File: config.mk
export PLATFORM = sky130hd
export DESIGN_NAME = code_entry_buffer_flat
export DESIGN_NICKNAME = d
export VERILOG_FILES = /design/src/rtl/code_entry_buffer_if.sv /design/src/rtl/code_entry_buffer.sv /design/src/flat_wrapper.sv
export SDC_FILE = /design/constraint.sdc
export NUM_CORES = 1
export LEC_CHECK = 0
export ABC_CLOCK_PERIOD_IN_PS = 1500
export CORE_ASPECT_RATIO = 0.75
export CORE_MARGIN = 4
export CORE_UTILIZATION = 44
export DETAILED_ROUTE_END_ITERATION = 10
export GPL_ROUTABILITY_DRIVEN = 0
export PLACE_DENSITY = 0.76
export RECOVER_POWER = 50
export SLEW_MARGIN = 20
export SYNTH_ARGS = -nofsm -noshare
export SYNTH_HDL_FRONTEND = slang
export SYNTH_SLANG_ARGS = --single-unit
File: constraint.sdc
create_clock -name clk -period 1.5 [get_ports clk]
set_input_delay 0.15 -clock clk [delete_from_list [all_inputs] [get_ports clk]]
set_output_delay 0.15 -clock clk [all_outputs]
set_load 0.01 [all_outputs]
File: src/rtl/code_entry_buffer_if.sv
// Keypad code-entry bus: keypad/consumer strobes in, live entry and committed entry out.
interface code_entry_buffer_if #(
  parameter int unsigned DIGIT_W    = 4,
  parameter int unsigned MAX_DIGITS = 6
);
  localparam int unsigned LEN_W  = $clog2(MAX_DIGITS + 1);
  localparam int unsigned CODE_W = DIGIT_W * MAX_DIGITS;

  // Keypad and consumer side
  logic               digit_valid;
  logic [DIGIT_W-1:0] digit;
  logic               backspace;
  logic               clear;
  logic               commit;
  logic               commit_ready;

  // Live entry
  logic [CODE_W-1:0]  code;
  logic [LEN_W-1:0]   length;
  logic               full;
  logic               overflow;

  // Committed entry handed to the consumer
  logic               commit_valid;
  logic [CODE_W-1:0]  commit_code;
  logic [LEN_W-1:0]   commit_len;

  modport master (
    output digit_valid, digit, backspace, clear, commit, commit_ready,
    input  code, length, full, overflow, commit_valid, commit_code, commit_len
  );

  modport slave (
    input  digit_valid, digit, backspace, clear, commit, commit_ready,
    output code, length, full, overflow, commit_valid, commit_code, commit_len
  );
endinterface

File: src/rtl/code_entry_buffer.sv
// Code entry buffer: collects keypad digits into a shift register, supports
// backspace/clear, and hands a finished entry to a consumer over a
// valid/ready handshake. All outputs come straight from registers.
module code_entry_buffer #(
  parameter int unsigned DIGIT_W    = 4,
  parameter int unsigned MAX_DIGITS = 6
) (
  input  logic              clk,
  input  logic              rst,
  code_entry_buffer_if.slave bus
);
  localparam int unsigned LEN_W  = $clog2(MAX_DIGITS + 1);
  localparam int unsigned CODE_W = DIGIT_W * MAX_DIGITS;

  typedef enum logic [1:0] {
    S_EMPTY = 2'd0,
    S_ENTRY = 2'd1,
    S_FULL  = 2'd2
  } state_t;

  state_t             r_state;
  logic [CODE_W-1:0]  r_code;
  logic [LEN_W-1:0]   r_length;
  logic               r_full;
  logic               r_overflow;
  logic               r_commit_valid;
  logic [CODE_W-1:0]  r_commit_code;
  logic [LEN_W-1:0]   r_commit_len;

  // Combinational helpers for the shift operations
  logic [CODE_W-1:0]  w_code_push;
  logic [CODE_W-1:0]  w_code_pop;
  logic               w_commit_ok;
  logic               w_last_slot;
  logic               w_last_digit;

  // Newest digit enters at the bottom; the oldest digit falls off the top
  assign w_code_push  = {r_code[CODE_W-DIGIT_W-1:0], bus.digit};
  assign w_code_pop   = r_code >> DIGIT_W;
  // A commit is only taken with something to hand over and the consumer slot free
  assign w_commit_ok  = (r_state != S_EMPTY) && !r_commit_valid;
  assign w_last_slot  = (r_length == LEN_W'(MAX_DIGITS - 1));
  assign w_last_digit = (r_length == LEN_W'(1));

  // Entry FSM plus commit handshake; strobe priority clear > commit > backspace > digit
  always_ff @(posedge clk) begin
    if (rst) begin
      r_state        <= S_EMPTY;
      r_code         <= '0;
      r_length       <= '0;
      r_full         <= 1'b0;
      r_overflow     <= 1'b0;
      r_commit_valid <= 1'b0;
      r_commit_code  <= '0;
      r_commit_len   <= '0;
    end else begin
      // Consumer side: handshake retires the committed entry, data is kept
      if (r_commit_valid && bus.commit_ready) begin
        r_commit_valid <= 1'b0;
      end

      if (bus.clear) begin
        r_state    <= S_EMPTY;
        r_code     <= '0;
        r_length   <= '0;
        r_full     <= 1'b0;
        r_overflow <= 1'b0;
      end else if (bus.commit && w_commit_ok) begin
        r_commit_valid <= 1'b1;
        r_commit_code  <= r_code;
        r_commit_len   <= r_length;
        r_state        <= S_EMPTY;
        r_code         <= '0;
        r_length       <= '0;
        r_full         <= 1'b0;
        r_overflow     <= 1'b0;
      end else if (bus.backspace) begin
        // Backspace on an empty entry is a no-op that still consumes the cycle
        case (r_state)
          S_EMPTY: begin
          end
          S_ENTRY: begin
            r_code   <= w_code_pop;
            r_length <= r_length - LEN_W'(1);
            if (w_last_digit) begin
              r_state <= S_EMPTY;
            end
          end
          S_FULL: begin
            r_code   <= w_code_pop;
            r_length <= r_length - LEN_W'(1);
            r_state  <= S_ENTRY;
            r_full   <= 1'b0;
          end
          default: begin
            r_state <= S_EMPTY;
          end
        endcase
      end else if (bus.digit_valid) begin
        case (r_state)
          S_EMPTY: begin
            r_code   <= w_code_push;
            r_length <= LEN_W'(1);
            r_state  <= S_ENTRY;
          end
          S_ENTRY: begin
            r_code   <= w_code_push;
            r_length <= r_length + LEN_W'(1);
            if (w_last_slot) begin
              r_state <= S_FULL;
              r_full  <= 1'b1;
            end
          end
          S_FULL: begin
            // Digit offered with no room: entry untouched, flag sticks
            r_overflow <= 1'b1;
          end
          default: begin
            r_state <= S_EMPTY;
          end
        endcase
      end
    end
  end

  // Outputs driven directly from state registers
  assign bus.code         = r_code;
  assign bus.length       = r_length;
  assign bus.full         = r_full;
  assign bus.overflow     = r_overflow;
  assign bus.commit_valid = r_commit_valid;
  assign bus.commit_code  = r_commit_code;
  assign bus.commit_len   = r_commit_len;

endmodule

File: src/flat_wrapper.sv
// flat-port wrapper written by rule: the top's interface ports become plain ports
module code_entry_buffer_flat 
#(
  parameter int unsigned DIGIT_W    = 4,
  parameter int unsigned MAX_DIGITS = 6
)
  (clk, rst, bus_digit_valid, bus_digit, bus_backspace, bus_clear, bus_commit, bus_commit_ready, bus_code, bus_length, bus_full, bus_overflow, bus_commit_valid, bus_commit_code, bus_commit_len);
  code_entry_buffer_if #(.DIGIT_W(DIGIT_W), .MAX_DIGITS(MAX_DIGITS)) bus_i ();
  input  logic clk;
  input  logic rst;
  input wire logic [$bits(bus_i.digit_valid)-1:0] bus_digit_valid;
  input wire logic [$bits(bus_i.digit)-1:0] bus_digit;
  input wire logic [$bits(bus_i.backspace)-1:0] bus_backspace;
  input wire logic [$bits(bus_i.clear)-1:0] bus_clear;
  input wire logic [$bits(bus_i.commit)-1:0] bus_commit;
  input wire logic [$bits(bus_i.commit_ready)-1:0] bus_commit_ready;
  output wire logic [$bits(bus_i.code)-1:0] bus_code;
  output wire logic [$bits(bus_i.length)-1:0] bus_length;
  output wire logic [$bits(bus_i.full)-1:0] bus_full;
  output wire logic [$bits(bus_i.overflow)-1:0] bus_overflow;
  output wire logic [$bits(bus_i.commit_valid)-1:0] bus_commit_valid;
  output wire logic [$bits(bus_i.commit_code)-1:0] bus_commit_code;
  output wire logic [$bits(bus_i.commit_len)-1:0] bus_commit_len;
  assign bus_i.digit_valid = bus_digit_valid;
  assign bus_i.digit = bus_digit;
  assign bus_i.backspace = bus_backspace;
  assign bus_i.clear = bus_clear;
  assign bus_i.commit = bus_commit;
  assign bus_i.commit_ready = bus_commit_ready;
  assign bus_code = bus_i.code;
  assign bus_length = bus_i.length;
  assign bus_full = bus_i.full;
  assign bus_overflow = bus_i.overflow;
  assign bus_commit_valid = bus_i.commit_valid;
  assign bus_commit_code = bus_i.commit_code;
  assign bus_commit_len = bus_i.commit_len;
  code_entry_buffer #(.DIGIT_W(DIGIT_W), .MAX_DIGITS(MAX_DIGITS)) u_core (.clk(clk), .rst(rst), .bus(bus_i));
endmodule
==> run summary, run 1 <==
Status: finished with violations
Failing checks: negative setup slack
Sw Ratio: 24.47%
Post-synthesis adder-cell area fraction: 3.343%
Setup ws final: -14.30 ps
YS warnings: 0
Slew @ Worst Pin: 322.9 ps
Clock skew: 4.347 ps
Number of routed nets with antenna violations: 0
Post-Synth XOR/XNOR Area: 0%
Main synth FF type: dfxtp_1
Worst Path Max Fanout: 8
Initial Util: 45.21%
Hold WC Path Type: flop to flop
Seq/Total Area, Yosys: 45.08%
Mapped Nets: 304
DRT iter0 DRCs: 150
GRT overflow: 0
Antenna cells: 0
Row count: 24
Highest clock rate: 660.4 MHz
Synth Area in Compound Gates: 20.63%
Vias in the first global route: 2344
# IOs: 68
Post-Syn Area: 2620 um2
Post-synthesis mux area share: 7.641%
DP Worst Slack: -101.1 ps
Worst vdd ir: 0.6353 mV
Overall Global Routing Usage: 20.38%
RSZ-0062 raised after global routing: true
Leak: 1.468 nW
Tcrit/Tclk final: 101.0%
Asr flop ratio synth: 0%
Count of different cell masters after synthesis: 30
Final wirelength: 7608 um
Ratio of cells with drive above 1 in the final layout: 29.69%
Vias per inst: 5.305
CTS tree: built
Startpoint Class: flop
Tmin final: 1514 ps
Design Power: 3.588 mW
First-pass GRT wire length: 11690 um
Post-synthesis simple-gate area fraction: 17.48%
Largest net degree at the start of global routing: 29
Yosys reg bits: 59
Max Buffers Root-to-Sink: 2
TritonCTS Buffers: 9
Crit Path Class: flop to flop
DR pass1 iterations: 4
Area grow syn2layout: 56.11%
Die Span X: 97.11 um
DRC: 0
Commonest non-fill, non-tap cell in the layout: nand2_1
Avg Inst Size Synth: 9.161 um2
Skew-Pair Late Insertion Delay: 340 ps
Final hold vios: 0
# port buffers: 67
Max Cap Viol: 0
Post-synth EDFFs: 0
Htree depth: 3
Slew HR: 78.48%
Clk pin slew, worst setup/hold paths: 60 ps
Comb pwr share: 14.4%
Total negative slack: -45.96 ps
Fin nets: 398
Power Dens Cells: 877.3 nW/um2
Antenna violations before repair: 0
Setup crit end kind: flop
Worst EP required: 1750 ps
Clk sinks: 59
Die area: 7266 um2
Post-DP HPWL: 4604 um
P_int: 2.710 mW
Drt wl/cell: 16.47 um
Die height: 74.83 um
Clock network fraction of total power: 40.3%
Final setup vio count: 6
Commonest cells after routing, fill and taps aside: nand2_1, clkdlybuf4s50_1, dfxtp_1
Clock root cell: clkbuf_8
Switch Pwr: 0.8781 mW
Core Box Area: 5796 um2
Arr. time, crit path: 1760 ps
Largest family of logic cells by synthesized area: compound AO/OA/AOI/OAI gates
Mapped Cells: 286
Via count: 2451
Max Slew Vio Count: 0
Cts hold-fix bufs: 0
Reg power frac: 45.4%
[metrics by stage]
stage	instances	area, um2	hold slack, ps	util [%]
after floorplan	286	2621	315.0	-
after global placement	434	3510	441.3	60.56
after detailed placement	434	3510	447.4	60.56
after CTS	457	3896	455.8	67.23
after global routing	462	4090	469.0	70.57
final	462	4090	454.2	70.57
[area by class of cell]
type                    count  area, um2
clock buffers              13      158.9
clock inverters             2      35.03
fillers                   408       1705
inverters                   6      22.52
multi-input cells         201       1414
flip-flops and latches     59       1196
well taps                  78      97.59
repair buffers            103       1166
[critical path, stage by stage (launching register included)]
cell      delay (ps)
dfxtp_2          320
inv_2             70
ha_4             180
nor3b_4           60
or3_4            400
buf_12           170
a311oi_1         220
[synthesized netlist by cell type, drive strengths merged, types with 3 or more instances]
cell type / n / area share, %
a211oi: 24 / 11
a21oi: 33 / 6.3
buf: 17 / 4.5
clkbuf: 3 / 0.43
dfxtp: 59 / 45
ha: 7 / 3.3
inv: 6 / 0.86
mux2i: 20 / 7.6
nand2: 63 / 9.0
nand2b: 4 / 1.2
nand3: 4 / 0.76
nor2: 26 / 3.7
nor3: 3 / 0.76
o21ai: 5 / 1.4
[flip-flops by register name (all words and copies together), names as in the netlist]
name                     cells
u_core.bus.code             24
u_core.bus.commit_code      24
u_core.bus.commit_len        3
u_core.bus.commit_valid      1
u_core.bus.full              1
u_core.bus.length            3
u_core.bus.overflow          1
u_core.r_state               2
[worst paths after layout]
path                            cells after the start                  startpoint  slack, ps                    endpoint
worst max-delay path                                6           u_core.r_state[0]        -10        u_core.bus.length[2]
worst min-delay path                                2  u_core.bus.commit_code[18]        450  u_core.bus.commit_code[18]
worst max register to register                      6           u_core.r_state[0]        -10        u_core.bus.length[2]
worst min register to register                      2  u_core.bus.commit_code[18]        450  u_core.bus.commit_code[18]
[power by group through the flow]
stage               clock (mW)  combinational (mW)  sequential, mW
finish                    1.45               0.515            1.63
global route              1.55               0.548            1.63
CTS                       1.46               0.456            1.62
detailed placement           0               0.388            1.66
global placement             0               0.380            1.66
floorplan                    0               0.217            1.67
[repair_timing]
action                     4_1_cts  5_1_grt
pin swaps                        6       24
setup endpoints to repair       62       62
resized for setup               24       34
cloned                           3        3
setup buffers                    5        2
[metal layers]
layer	track usage, %	vias to the layer above	share of wire [%]
met3	8.611	10	7.2
li1	-	1173	-
met2	33.03	83	47
met1	25.60	1185	45
met4	5.140	0	1.2
met5	0	-	0
[cell families after synthesis]
family / Yosys count
simple gates: 106
fa+ha+maj: 7
buf+inv: 26
mux: 20
compound gates: 68
flops: 59
No activity file was read; power rests on OpenSTA's default activity.
==> inputs of run 2 (changes only) <==
ABC_CLOCK_PERIOD_IN_PS = 1300   (was 1500)
clock period = 1.3 ns   (was 1.5 ns; I/O delays follow)
==> run summary, run 2 (synthesis gave the netlist of run 1 again) <==
Overall Global Routing Usage: 20.65%
Post-DP HPWL: 5163 um
Worst reg2reg path endpoint: u_core.bus.commit_code[23]
Clk pin slew, worst setup/hold paths: 60 ps
RSZ-0062 raised after global routing: true
Max Buffers Root-to-Sink: 2
Arr. time, crit path: 1750 ps
DRC: 0
Die area: 7266 um2
R2R depth: 7
# port buffers: 67
Skew-Pair Late Insertion Delay: 340 ps
Core Box Area: 5796 um2
Status: finished with violations
Commonest non-fill, non-tap cell in the layout: nand2_1
Max Slew Vio Count: 0
Highest clock rate: 665.5 MHz
Clock skew: 6.281 ps
Htree depth: 3
Via count: 2549
Worst Path Max Fanout: 15
Worst hold path depth: 2
Tcrit/Tclk final: 115.6%
GRT overflow: 0
First-pass GRT wire length: 11830 um
Placed cells: 464
Final setup vio count: 58
DR pass1 iterations: 4
Final hold vios: 0
Worst reg2reg startpoint: u_core.r_state[0]
Worst vdd ir: 0.6443 mV
# IOs: 68
Ratio of cells with drive above 1 in the final layout: 31.46%
Final Non-Filler Cells: 488
Hold Path Origin: u_core.bus.commit_code[2]
TritonCTS Buffers: 9
Vias per inst: 5.223
Cts hold-fix bufs: 0
Crit Path Class: flop to flop
Die height: 74.83 um
Fin nets: 423
Initial Util: 45.21%
Antenna cells: 0
Startpoint Class: flop
Setup crit end kind: flop
Design Power: 3.934 mW
Final wirelength: 8245 um
Antenna violations before repair: 0
Setup ws final: -202.7 ps
Slew HR: 76.04%
Clk sinks: 59
Worst EP required: 1550 ps
Tmin final: 1503 ps
Clock root cell: clkbuf_8
DRT iter0 DRCs: 157
Hold WS: 449.2 ps
Leak: 1.787 nW
Die Span X: 97.11 um
Failing checks: negative setup slack
Area grow syn2layout: 56.35%
Hold WC Path Type: flop to flop
Total negative slack: -8473 ps
Row count: 24
Slew @ Worst Pin: 359.4 ps
Number of routed nets with antenna violations: 0
Largest net degree at the start of global routing: 32
CTS tree: built
Hold path endpoint: u_core.bus.commit_code[2]
Power Dens Cells: 960.3 nW/um2
Vias in the first global route: 2374
Commonest cells after routing, fill and taps aside: nand2_1, dlygate4sd2_1, dfxtp_1
Max Cap Viol: 0
FF-to-FF setup slack: -200 ps
Drt wl/cell: 16.90 um
## run 2: timing repair
item	4_1_cts	5_1_grt
cloned	0	3
pin swaps	3	8
buffers inserted	2	3
gates resized for setup	74	24
setup endpoints to repair	115	59
## run 2: final cells by class
cell class                 count  area [um2]
sequential                    59        1186
fill                         439        1699
timing repair buffer         128        1175
tap                           78       97.59
inverter                       6       22.52
clock inverter                 2       10.01
clock buffer                  14       162.7
multi-input combinational    201        1443
## run 2: how the worst max path moves through the flow
stage | start | endpoint | slack (ps)
floorplan | u_core.r_state[0] | u_core.r_state[0] | -90
finish | u_core.r_state[0] | u_core.bus.commit_code[23] | -200
detailed placement | bus_backspace | u_core.bus.code[8] | -300
global route | u_core.r_state[0] | u_core.bus.commit_code[23] | -350
CTS | u_core.r_state[0] | u_core.bus.length[2] | -170
global placement | bus_backspace | u_core.r_state[0] | -250
## run 2: stage by stage
stage / utilization (%) / instance area [um2] / setup slack [ps]
after CTS: 67.23 / 3896 / -167.7
after global placement: 64.16 / 3719 / -252.9
final: 70.68 / 4096 / -202.7
after floorplan: - / 2663 / -93.64
after detailed placement: 64.16 / 3719 / -305.0
after global routing: 70.68 / 4096 / -346.9
## run 2: critical path: stages, from the launching register on
cell and delay [ps]:
dfxtp_2 350, inv_2 50, ha_4 180, nor3b_4 210, nor2b_4 240, buf_12 160, nand2_1 60, a21oi_1 170
## run 2: where the power goes
group / internal [mW] / switching (mW) / leakage (nW) / total (mW)
Combinational: 0.282 / 0.304 / 1.22 / 0.586
Clock: 0.792 / 0.691 / 0.0905 / 1.48
Sequential: 1.84 / 0.0255 / 0.479 / 1.86
## run 2: per-layer routing
metal | GRT usage (%) | part of all wire (%) | vias to the layer above
met3 | 8.426 | 7.5 | 23
met2 | 32.57 | 45 | 105
met4 | 6.386 | 2.5 | 0
met5 | 0 | 0 | -
met1 | 26.34 | 45 | 1207
li1 | - | - | 1214
==> inputs of run 3 (changes only) <==
--- a/constraint.sdc
+++ b/constraint.sdc
@@ -3,2 +3,2 @@
 set_output_delay 0.13 -clock clk [all_outputs]
-set_load 0.01 [all_outputs]
+set_load 0.05 [all_outputs]
==> run summary, run 3 (synthesis gave the netlist of run 1 again) <==
Cts hold-fix bufs: 0
Htree depth: 3
Core Box Area: 5796 um2
Crit Path Class: flop to flop
CP max stage delay: 340 ps
Post-DP HPWL: 5348 um
Slew HR: 71.90%
Highest clock rate: 612.6 MHz
Setup crit end kind: flop
Antenna violations before repair: 0
Via count: 2710
Vias per inst: 5.705
Skew-Pair Late Insertion Delay: 350 ps
Tmin final: 1632 ps
Fin nets: 411
Commonest cells after routing, fill and taps aside: nand2_1, dfxtp_1, buf_12
Initial Util: 45.21%
# IOs: 68
Clock root cell: clkbuf_8
Clock skew: 9.909 ps
Final Non-Filler Cells: 475
Die height: 74.83 um
Startpoint Class: flop
Commonest non-fill, non-tap cell in the layout: nand2_1
Tcrit/Tclk final: 125.6%
Max Buffers Root-to-Sink: 2
Die Span X: 97.11 um
Max Cap Viol: 0
Slew @ Worst Pin: 418.3 ps
Overall Global Routing Usage: 24.11%
Buffers & Inverters on Critical Path: 5
TritonCTS Buffers: 9
Final wirelength: 9970 um
Ratio of cells with drive above 1 in the final layout: 44.84%
Total negative slack: -14140 ps
CP top delay family: buffers and inverters
Hold WC Path Type: primary input to flop
Leak: 1.667 nW
Row count: 24
# port buffers: 67
Max Slew Vio Count: 0
Worst path slowest cell: dfxtp_2
Worst vdd ir: 0.7159 mV
Antenna cells: 0
RSZ-0062 raised after global routing: true
DRC: 0
Failing checks: negative setup slack
Worst Path Max Fanout: 12
Final setup vio count: 59
DRT iter0 DRCs: 252
Area grow syn2layout: 65.19%
Power Dens Cells: 996.4 nW/um2
CTS tree: built
Cell Chain, Critical Path: inv_2, ha_4, buf_4, nor2_4, o21ai_4, buf_12, buf_16, buf_4, a211oi_2
Arr. time, crit path: 1890 ps
Placed cells: 441
Drt wl/cell: 20.99 um
First-pass GRT wire length: 13560 um
Final hold vios: 0
DR pass1 iterations: 6
GRT overflow: 0
Vias in the first global route: 2639
Largest net degree at the start of global routing: 29
Die area: 7266 um2
Number of routed nets with antenna violations: 0
Status: finished with violations
Setup ws final: -332.3 ps
Most common cell on crit path: buf_4
Clk sinks: 59
Clk pin slew, worst setup/hold paths: 60 ps
Worst EP required: 1560 ps
## run 3: cell count changes in the layout (fill, tap and decap cells not counted), sizes merged
cell,previous run,this run
clkbuf,16,40
buf,59,75
bufinv,0,1
inv,6,7
dlygate4sd2,57,0
clkinv,2,4
## run 3: path summary, 6_finish.rpt
kind              slack, ps                  startpoint  depth (start not counted)                    endpoint
setup reg to reg       -330           u_core.r_state[1]                          9          u_core.bus.code[7]
setup / recovery       -330           u_core.r_state[1]                          9          u_core.bus.code[7]
hold / removal          440            bus_commit_ready                          3     u_core.bus.commit_valid
hold reg to reg         450  u_core.bus.commit_code[21]                          2  u_core.bus.commit_code[21]
## run 3: where the power goes
part	total (mW)	switching [mW]	internal, mW
Combinational	0.814	0.422	0.393
Clock	1.60	0.742	0.860
Sequential	1.90	0.0614	1.83
## run 3: repair_timing
item / 4_1_cts / 5_1_grt
endpoints found under the hold margin: 0 / 0
setup endpoints to repair: 59 / 59
setup buffers: 8 / 3
gates resized for setup: 21 / 18
gates cloned: 2 / 6
pin swaps: 6 / 5
## run 3: cell type report
| cell class | instances | area, um2 |
|---|---|---|
| Tap cell | 78 | 97.59 |
| Timing Repair Buffer | 116 | 1383 |
| Clock buffer | 9 | 123.9 |
| Multi-Input combinational cell | 201 | 1446 |
| Inverter | 6 | 25.02 |
| Fill cell | 339 | 1468 |
| Sequential cell | 59 | 1196 |
| Clock inverter | 6 | 56.30 |
## run 3: worst min-delay path: stages
cell,delay (ps)
clkdlybuf4s50_1,460
nand2b_1,100
a21oi_1,60
## run 3: stage by stage
step | area [um2] | utilization [%] | setup WS, ps | hold slack (ps) | total power, mW
finish | 4328 | 74.68 | -332.3 | 438.4 | 4.313
global route | 4328 | 74.68 | -420.1 | 454.9 | 4.442
CTS | 4533 | 78.22 | -234.2 | 420.9 | 4.190
detailed placement | 4144 | 71.50 | -334.4 | 483.5 | 2.543
global placement | 4144 | 71.50 | -243.7 | 479.9 | 2.525
floorplan | 2671 | - | -100.2 | 297.3 | 2.266
## run 3: per-layer routing
layer,part of all wire [%],vias to the layer above,track usage [%]
met1,38,1295,28.41
li1,-,1190,-
met5,0,-,0
met2,48,184,40.29
met4,3.2,0,11.84
met3,11,41,8.333
